<file path="config.mk">
export PLATFORM = sky130hd
export DESIGN_NAME = ex_muldiv_ctrl_flat
export DESIGN_NICKNAME = d
export VERILOG_FILES = /design/src/rtl/ex_muldiv_ctrl_pkg.sv /design/src/rtl/ex_muldiv_ctrl_if.sv /design/src/rtl/ex_muldiv_ctrl_muldiv_core.sv /design/src/rtl/ex_muldiv_ctrl.sv /design/src/flat_wrapper.sv
export SDC_FILE = /design/constraint.sdc
export NUM_CORES = 1
export LEC_CHECK = 0
export BUFFER_PORTS_ARGS = -buffer_cell sky130_fd_sc_hd__buf_2
export CORE_UTILIZATION = 42
export DETAILED_ROUTE_END_ITERATION = 12
export PLACE_DENSITY = 0.63
export SLEW_MARGIN = 5
export SYNTH_ARGS = -nofsm -noshare
export SYNTH_HDL_FRONTEND = slang
export SYNTH_HIERARCHICAL = 1
export SYNTH_SLANG_ARGS = --single-unit
</file>
<file path="constraint.sdc">
create_clock -name clk -period 9.75 [get_ports clk]
set_input_delay 1.4625 -clock clk [delete_from_list [all_inputs] [get_ports clk]]
set_output_delay 1.4625 -clock clk [all_outputs]
set_load 0.02 [all_outputs]
</file>
<file path="src/rtl/ex_muldiv_ctrl_pkg.sv">
// rtl/ex_muldiv_ctrl_pkg.sv - shared constants and types for the E-stage mul/div sequencer
package ex_muldiv_ctrl_pkg;

  localparam logic [2:0] F3_MUL    = 3'b000;
  localparam logic [2:0] F3_MULH   = 3'b001;
  localparam logic [2:0] F3_MULHSU = 3'b010;
  localparam logic [2:0] F3_MULHU  = 3'b011;
  localparam logic [2:0] F3_DIV    = 3'b100;
  localparam logic [2:0] F3_DIVU   = 3'b101;
  localparam logic [2:0] F3_REM    = 3'b110;
  localparam logic [2:0] F3_REMU   = 3'b111;

  localparam logic [1:0] IDLE = 2'd0;
  localparam logic [1:0] CALC = 2'd1;
  localparam logic [1:0] FIX  = 2'd2;
  localparam logic [1:0] DONE = 2'd3;

  typedef enum logic [1:0] {
    ST_IDLE = IDLE,
    ST_CALC = CALC,
    ST_FIX  = FIX,
    ST_DONE = DONE
  } state_t;

  function automatic logic rs1_is_signed(input logic [2:0] op);
    return (op == F3_MULH) || (op == F3_MULHSU) || (op == F3_DIV) || (op == F3_REM);
  endfunction

  function automatic logic rs2_is_signed(input logic [2:0] op);
    return (op == F3_MULH) || (op == F3_DIV) || (op == F3_REM);
  endfunction

endpackage

</file>
<file path="src/rtl/ex_muldiv_ctrl_if.sv">
// rtl/ex_muldiv_ctrl_if.sv - E-stage to mul/div sequencer handshake bundle
interface ex_muldiv_ctrl_if #(
  parameter int WIDTH = 32
);
  logic             start_i;
  logic [2:0]       op_i;
  logic [WIDTH-1:0] rs1_data_i;
  logic [WIDTH-1:0] rs2_data_i;
  logic             flush_i;
  logic             advance_i;
  logic             stall_o;
  logic             done_o;
  logic [WIDTH-1:0] result_o;

  modport master (
    output start_i, op_i, rs1_data_i, rs2_data_i, flush_i, advance_i,
    input  stall_o, done_o, result_o
  );

  modport slave (
    input  start_i, op_i, rs1_data_i, rs2_data_i, flush_i, advance_i,
    output stall_o, done_o, result_o
  );
endinterface

</file>
<file path="src/rtl/ex_muldiv_ctrl_muldiv_core.sv">
// rtl/ex_muldiv_ctrl_muldiv_core.sv - one-bit-per-cycle shift-add / restoring-divide datapath
module muldiv_core
  import ex_muldiv_ctrl_pkg::*;
#(
  parameter int WIDTH = 32
) (
  input  logic             clk,
  input  logic             rst,
  input  logic             load,
  input  logic             step,
  input  logic [2:0]       op,
  input  logic             neg,
  input  logic [WIDTH-1:0] a,
  input  logic [WIDTH-1:0] b,
  output logic [WIDTH-1:0] result
);

  // acc is {product_hi, product_lo} for multiply and {remainder, quotient} for divide
  logic [2*WIDTH-1:0] acc;
  logic [WIDTH-1:0]   opnd;
  logic [2:0]         op_q;
  logic               neg_q;

  logic [WIDTH:0]     mul_sum;
  logic [WIDTH:0]     div_shift;
  logic [WIDTH:0]     div_diff;
  logic               div_ge;
  logic [2*WIDTH-1:0] acc_step;
  logic [2*WIDTH-1:0] prod_fix;
  logic [WIDTH-1:0]   lo_fix;
  logic [WIDTH-1:0]   hi_fix;

  always_comb begin
    mul_sum   = {1'b0, acc[2*WIDTH-1:WIDTH]} + (acc[0] ? {1'b0, opnd} : '0);
    div_shift = acc[2*WIDTH-1:WIDTH-1];
    div_diff  = div_shift - {1'b0, opnd};
    div_ge    = (div_shift >= {1'b0, opnd});
    if (op_q[2]) begin
      acc_step = {(div_ge ? div_diff[WIDTH-1:0] : div_shift[WIDTH-1:0]),
                  acc[WIDTH-2:0], div_ge};
    end else begin
      acc_step = {mul_sum, acc[WIDTH-1:1]};
    end
  end

  always_ff @(posedge clk) begin
    if (rst) begin
      acc   <= '0;
      opnd  <= '0;
      op_q  <= '0;
      neg_q <= 1'b0;
    end else if (load) begin
      op_q  <= op;
      neg_q <= neg;
      if (op[2]) begin
        acc  <= {{WIDTH{1'b0}}, a};
        opnd <= b;
      end else begin
        acc  <= {{WIDTH{1'b0}}, b};
        opnd <= a;
      end
    end else if (step) begin
      acc <= acc_step;
    end
  end

  // Multiply negates the full double-width product; divide negates each half on its own
  always_comb begin
    prod_fix = neg_q ? (~acc + 1'b1) : acc;
    lo_fix   = neg_q ? (~acc[WIDTH-1:0] + 1'b1) : acc[WIDTH-1:0];
    hi_fix   = neg_q ? (~acc[2*WIDTH-1:WIDTH] + 1'b1) : acc[2*WIDTH-1:WIDTH];
    case (op_q)
      F3_MUL:                         result = prod_fix[WIDTH-1:0];
      F3_MULH, F3_MULHSU, F3_MULHU:   result = prod_fix[2*WIDTH-1:WIDTH];
      F3_DIV, F3_DIVU:                result = lo_fix;
      default:                        result = hi_fix;
    endcase
  end

endmodule

</file>
<file path="src/rtl/ex_muldiv_ctrl.sv">
// rtl/ex_muldiv_ctrl.sv - RV32M sequencer: FSM, pipeline stall and divide shortcuts
module ex_muldiv_ctrl
  import ex_muldiv_ctrl_pkg::*;
#(
  parameter int WIDTH = 32,
  parameter int CNT_W = 6
) (
  input  logic            clk,
  input  logic            rst,
  ex_muldiv_ctrl_if.slave bus
);

  localparam logic [CNT_W-1:0] LAST    = CNT_W'(WIDTH - 1);
  localparam logic [WIDTH-1:0] MIN_NEG = {1'b1, {(WIDTH-1){1'b0}}};

  state_t           state;
  state_t           state_next;
  logic [CNT_W-1:0] cnt;
  logic [WIDTH-1:0] result_q;

  logic             sign_a;
  logic             sign_b;
  logic [WIDTH-1:0] abs_a;
  logic [WIDTH-1:0] abs_b;
  logic             neg;
  logic             div_zero;
  logic             div_ovf;
  logic             shortcut;
  logic [WIDTH-1:0] shortcut_res;
  logic             accept;
  logic             load;
  logic             step;
  logic [WIDTH-1:0] core_res;

  always_comb begin
    sign_a   = rs1_is_signed(bus.op_i) & bus.rs1_data_i[WIDTH-1];
    sign_b   = rs2_is_signed(bus.op_i) & bus.rs2_data_i[WIDTH-1];
    abs_a    = sign_a ? (~bus.rs1_data_i + 1'b1) : bus.rs1_data_i;
    abs_b    = sign_b ? (~bus.rs2_data_i + 1'b1) : bus.rs2_data_i;
    // Remainder takes the dividend's sign; product and quotient take the XOR
    neg      = (bus.op_i[2] & bus.op_i[1]) ? sign_a : (sign_a ^ sign_b);
    div_zero = bus.op_i[2] & (bus.rs2_data_i == '0);
    div_ovf  = ((bus.op_i == F3_DIV) || (bus.op_i == F3_REM)) &
               (bus.rs1_data_i == MIN_NEG) & (bus.rs2_data_i == '1);
    shortcut = div_zero | div_ovf;
    if (div_zero) begin
      shortcut_res = bus.op_i[1] ? bus.rs1_data_i : '1;
    end else begin
      shortcut_res = bus.op_i[1] ? '0 : MIN_NEG;
    end
    accept = (state == ST_IDLE) & bus.start_i & ~bus.flush_i;
    load   = accept & ~shortcut;
    step   = (state == ST_CALC);
  end

  always_comb begin
    state_next = state;
    if (bus.flush_i) begin
      state_next = ST_IDLE;
    end else begin
      case (state)
        ST_IDLE: if (bus.start_i) state_next = shortcut ? ST_DONE : ST_CALC;
        ST_CALC: if (cnt == LAST) state_next = ST_FIX;
        ST_FIX:  state_next = ST_DONE;
        ST_DONE: if (bus.advance_i) state_next = ST_IDLE;
        default: state_next = ST_IDLE;
      endcase
    end
  end

  always_ff @(posedge clk) begin
    if (rst) begin
      state    <= ST_IDLE;
      cnt      <= '0;
      result_q <= '0;
    end else begin
      state <= state_next;
      if (accept) begin
        cnt <= '0;
      end else if (step) begin
        cnt <= cnt + 1'b1;
      end
      if (accept & shortcut) begin
        result_q <= shortcut_res;
      end else if ((state == ST_FIX) & ~bus.flush_i) begin
        result_q <= core_res;
      end
    end
  end

  muldiv_core #(
    .WIDTH (WIDTH)
  ) u_core (
    .clk    (clk),
    .rst    (rst),
    .load   (load),
    .step   (step),
    .op     (bus.op_i),
    .neg    (neg),
    .a      (abs_a),
    .b      (abs_b),
    .result (core_res)
  );

  assign bus.stall_o  = accept | (state == ST_CALC) | (state == ST_FIX);
  assign bus.done_o   = (state == ST_DONE);
  assign bus.result_o = result_q;

endmodule

</file>
<file path="src/flat_wrapper.sv">
// flat-port wrapper written by rule: the top's interface ports become plain ports
module ex_muldiv_ctrl_flat import ex_muldiv_ctrl_pkg::*;
#(
  parameter int WIDTH = 32,
  parameter int CNT_W = 6
)
  (clk, rst, bus_start_i, bus_op_i, bus_rs1_data_i, bus_rs2_data_i, bus_flush_i, bus_advance_i, bus_stall_o, bus_done_o, bus_result_o);
  ex_muldiv_ctrl_if #(.WIDTH(WIDTH)) bus_i ();
  input  logic clk;
  input  logic rst;
  input wire logic [$bits(bus_i.start_i)-1:0] bus_start_i;
  input wire logic [$bits(bus_i.op_i)-1:0] bus_op_i;
  input wire logic [$bits(bus_i.rs1_data_i)-1:0] bus_rs1_data_i;
  input wire logic [$bits(bus_i.rs2_data_i)-1:0] bus_rs2_data_i;
  input wire logic [$bits(bus_i.flush_i)-1:0] bus_flush_i;
  input wire logic [$bits(bus_i.advance_i)-1:0] bus_advance_i;
  output wire logic [$bits(bus_i.stall_o)-1:0] bus_stall_o;
  output wire logic [$bits(bus_i.done_o)-1:0] bus_done_o;
  output wire logic [$bits(bus_i.result_o)-1:0] bus_result_o;
  assign bus_i.start_i = bus_start_i;
  assign bus_i.op_i = bus_op_i;
  assign bus_i.rs1_data_i = bus_rs1_data_i;
  assign bus_i.rs2_data_i = bus_rs2_data_i;
  assign bus_i.flush_i = bus_flush_i;
  assign bus_i.advance_i = bus_advance_i;
  assign bus_stall_o = bus_i.stall_o;
  assign bus_done_o = bus_i.done_o;
  assign bus_result_o = bus_i.result_o;
  ex_muldiv_ctrl #(.WIDTH(WIDTH), .CNT_W(CNT_W)) u_core (.clk(clk), .rst(rst), .bus(bus_i));
endmodule
</file>
==> qor.csv <==
stage,metric,value,unit
route,vias per cell,6.38,
setup_path,CP endpoint kind,flop,
clocking,total CTS buffers,17,
floorplanning,IO Pins,106,
floorplanning,num rows,69,
finish,# fillers,3670,
floorplanning,die area,36900,um2
grt,Overflow after GRT,0,
finish,area grow syn2layout,7.64,%
sta,RSZ-0062 raised after global routing,no,
synthesis,Synth warnings,6,
route,DRT antenna net count,0,
placement,Buffers on Ports,105,
route,vias after detailed routing,16200,
synthesis,Synth Net Count,2247,
finish,n_diodes,0,
route,1st-pass router iterations,6,
sta,final period utilization,0.569,
finish,most frequent cells in the layout,"253 x nor2_1, 170 x o21ai_0, 157 x a21oi_1",
floorplanning,chip width,192,um
floorplanning,Core Area,35600,um2
synthesis,Post-Syn Area,15200,um2
setup_path,"Data arrival, critical path",5.91,ns
min_path,Min-Delay Path Class,flop to flop,
clocking,Sink Count,140,
sta,clk_skew,0.0232,ns
sta,Final Hold Viols,0,
finish,layout cells sized above 1,0.0978,
route,wire length on met3,4370,um
sta,fin crit period,5.54,ns
synthesis,library cells used by synthesis,88,
synthesis,cell accounting for the most synthesized area,dfxtp_1,
clocking,clk slew on worst S/H paths,0.07,ns
setup_path,worst-path maximum fanout,40,
setup_path,"CP delay by family, top",simple AND/OR/NAND/NOR gates,
setup_path,WP data required,10.12,ns
sta,Worst Tran Pin Value,1.12,ns
route,final WL,56700,um
finish,nets,2221,
sta,Final setup violation count,0,
clocking,TritonCTS clock tree,done,
power_and_ir_drop,Max VDD drop,0.000111,V
route,length of routed met2 wiring,24500,um
floorplanning,initial core utilization,0.427,
setup_path,CP Launch Type,primary input,
placement,global placement routability congestion,0.986,
route,met1 WL,25600,um
setup_path,CP max stage cell,or4_1,
grt,GR Util All Layers,0.302,
synthesis,Gate Count Post-Synth,2098,
finish,"commonest non-fill, non-tap cell in the layout",nor2_1,
synthesis,Main synth FF type,dfxtp_1,
sta,Slew Limit Fails,0,
synthesis,syn avg cell area,7.24,um2
route,Avg WL per Cell,22.3,um
power_and_ir_drop,Tot Pwr,2.01,mW
floorplanning,Die H,192,um
grt,vias in the first global route,14300,
clocking,post-cts gate resize count,0,
synthesis,fraction of registers with async set/reset,0,
synthesis,"top cells by area, synth","dfxtp_1 18%, mux2i_1 7.5%, nor2_1 6.3%",
clocking,H-tree levels,4,
grt,initial antenna violation count,0,
clocking,Skew-Pair Late Insertion Delay,0.44,ns
synthesis,top cell type's share of synthesized area,0.185,
synthesis,Post-synth EDFFs,0,
route,# DRC,0,
sta,Setup TNS Final,0,ns
setup_path,crit-path max cell delay,0.69,ns
setup_path,CP bufs+invs,4,
clocking,clk buf depth,2,
clocking,Post-CTS Repair Setup Buffers,0,
power_and_ir_drop,Lkg Pwr,6.56,nW
placement,HPWL Detailed,43100,um
sta,fmax,180,MHz
clocking,clock root buffer,clkbuf_16,
flow_run,max-capacitance violation count,0,
power_and_ir_drop,PD cells,123,nW/um2
synthesis,sequential share of the synthesized area,0.185,
route,DR top layer,met4,
route,Initial DRC Count,1934,
grt,global-route wire length before repair,85200,um
synthesis,flop and latch count out of synthesis,140,
sta,Slew HR,0.248,
clocking,Post-CTS Hold Buffers,0,
run_status,status,completed,
grt,largest net degree at the start of global routing,100,
setup_path,worst path cell trace,buf_2 > inv_1 > ha_1 > nor4b_4 > nand4b_2 > or4_1 > o41ai_4 > buf_4 > nor2_4 > or2_2 > nor2_1 > buf_4 > nand2_1 > nor2_1 > a22o_1 > a221o_1,
setup_path,WS Path Type,primary input to flop,
-- report_power, final --
| group | leakage (nW) | switching, mW | internal [mW] |
|---|---|---|---|
| logic | 5.13 | 0.449 | 0.245 |
| clock network | 0.288 | 0.303 | 0.359 |
| registers | 1.14 | 0.0525 | 0.601 |
-- synthesized netlist by cell type (18+ instances only) --
master / instances
nor2_1: 255
nand2b_1: 20
nor4_1: 20
a21o_1: 28
ha_1: 75
or4_1: 23
nand2_1: 124
nand4_1: 24
o21ai_0: 170
a31oi_1: 47
clkbuf_1: 136
xnor2_1: 93
nor3_1: 29
inv_1: 70
dfxtp_1: 140
xor2_1: 69
or2b_1: 19
nand3_1: 62
o211ai_1: 18
a211oi_1: 112
mux2i_1: 114
o31ai_1: 57
a21oi_1: 157
-- final cells by class --
class | count | area (um2) | share of cell area
Multi-Input combinational cell | 1719 | 11400 | 0.700
Sequential cell | 140 | 2810 | 0.172
Timing Repair Buffer | 124 | 673 | 0.0412
Tap cell | 461 | 577 | 0.0353
Clock buffer | 19 | 464 | 0.0284
Inverter | 70 | 263 | 0.0161
Clock inverter | 13 | 123 | 0.00750
-- kinds of logic (layout without fill, tap and decap cells) --
| group | Yosys count | after routing | synth area share |
|---|---|---|---|
| AOI/OAI and AO/OA | 712 | 712 | 0.306 |
| xor gates and xnor gates | 162 | 162 | 0.0935 |
| adders and majority gates | 77 | 77 | 0.0645 |
| buffers and inverters | 239 | 226 | 0.0643 |
| DFF | 140 | 140 | 0.185 |
| muxes | 119 | 119 | 0.0789 |
| and+or+nand+nor | 649 | 649 | 0.209 |
-- through the flow --
stage | setup WS, ns | hold slack [ns] | area (um2) | utilization | std cells
3_3_place_gp | 4.00 | 0.468 | 15800 | 0.443 | 2514
2_1_floorplan | 4.90 | 0.455 | 15200 | - | 2098
3_5_place_dp | 3.88 | 0.483 | 15800 | 0.443 | 2514
6_report | 4.21 | 0.490 | 16300 | 0.459 | 2546
5_1_grt | 3.96 | 0.513 | 16300 | 0.459 | 2546
4_1_cts | 4.30 | 0.494 | 16300 | 0.459 | 2546
-- metal layers --
metal	up-vias	global-route usage
met1	7712	0.434
met5	-	0
met2	731	0.451
met3	93	0.0354
met4	0	0.126
li1	7697	-
-- registers in the layout (all words and copies together) (netlist names) --
name / count
u_core/u_core/opnd: 32
u_core/cnt: 6
u_core/state: 2
u_core/u_core/neg_q: 1
u_core/u_core/acc: 64
u_core/bus.result_o: 32
u_core/u_core/op_q: 3
-- worst reg2reg max path: stages, from the launching register on --
cell      delay (ns)
dfxtp_1         0.45
inv_1           0.10
buf_4           0.36
nor2_1          0.11
ha_1            0.38
nand2_1         0.09
o311ai_0        0.84
a221oi_1        0.27
o31ai_1         0.82
a21oi_1         0.30
o21bai_1        0.22
a21oi_1         0.10
xnor2_1         0.17
a221o_1         0.30
-- path summary, 6_finish.rpt --
| path | startpoint | endpoint | slack (ns) | cells past startpoint |
|---|---|---|---|---|
| worst max register to register | u_core/u_core/acc[0] | u_core/u_core/acc[60] | 5.11 | 13 |
| worst max-delay path | bus_rs1_data_i[0] | u_core/u_core/acc[60] | 4.21 | 16 |
| worst min register to register | u_core/u_core/opnd[3] | u_core/u_core/opnd[3] | 0.49 | 2 |
| worst min-delay path | u_core/u_core/opnd[3] | u_core/u_core/opnd[3] | 0.49 | 2 |
No activity file was read; power rests on OpenSTA's default activity.
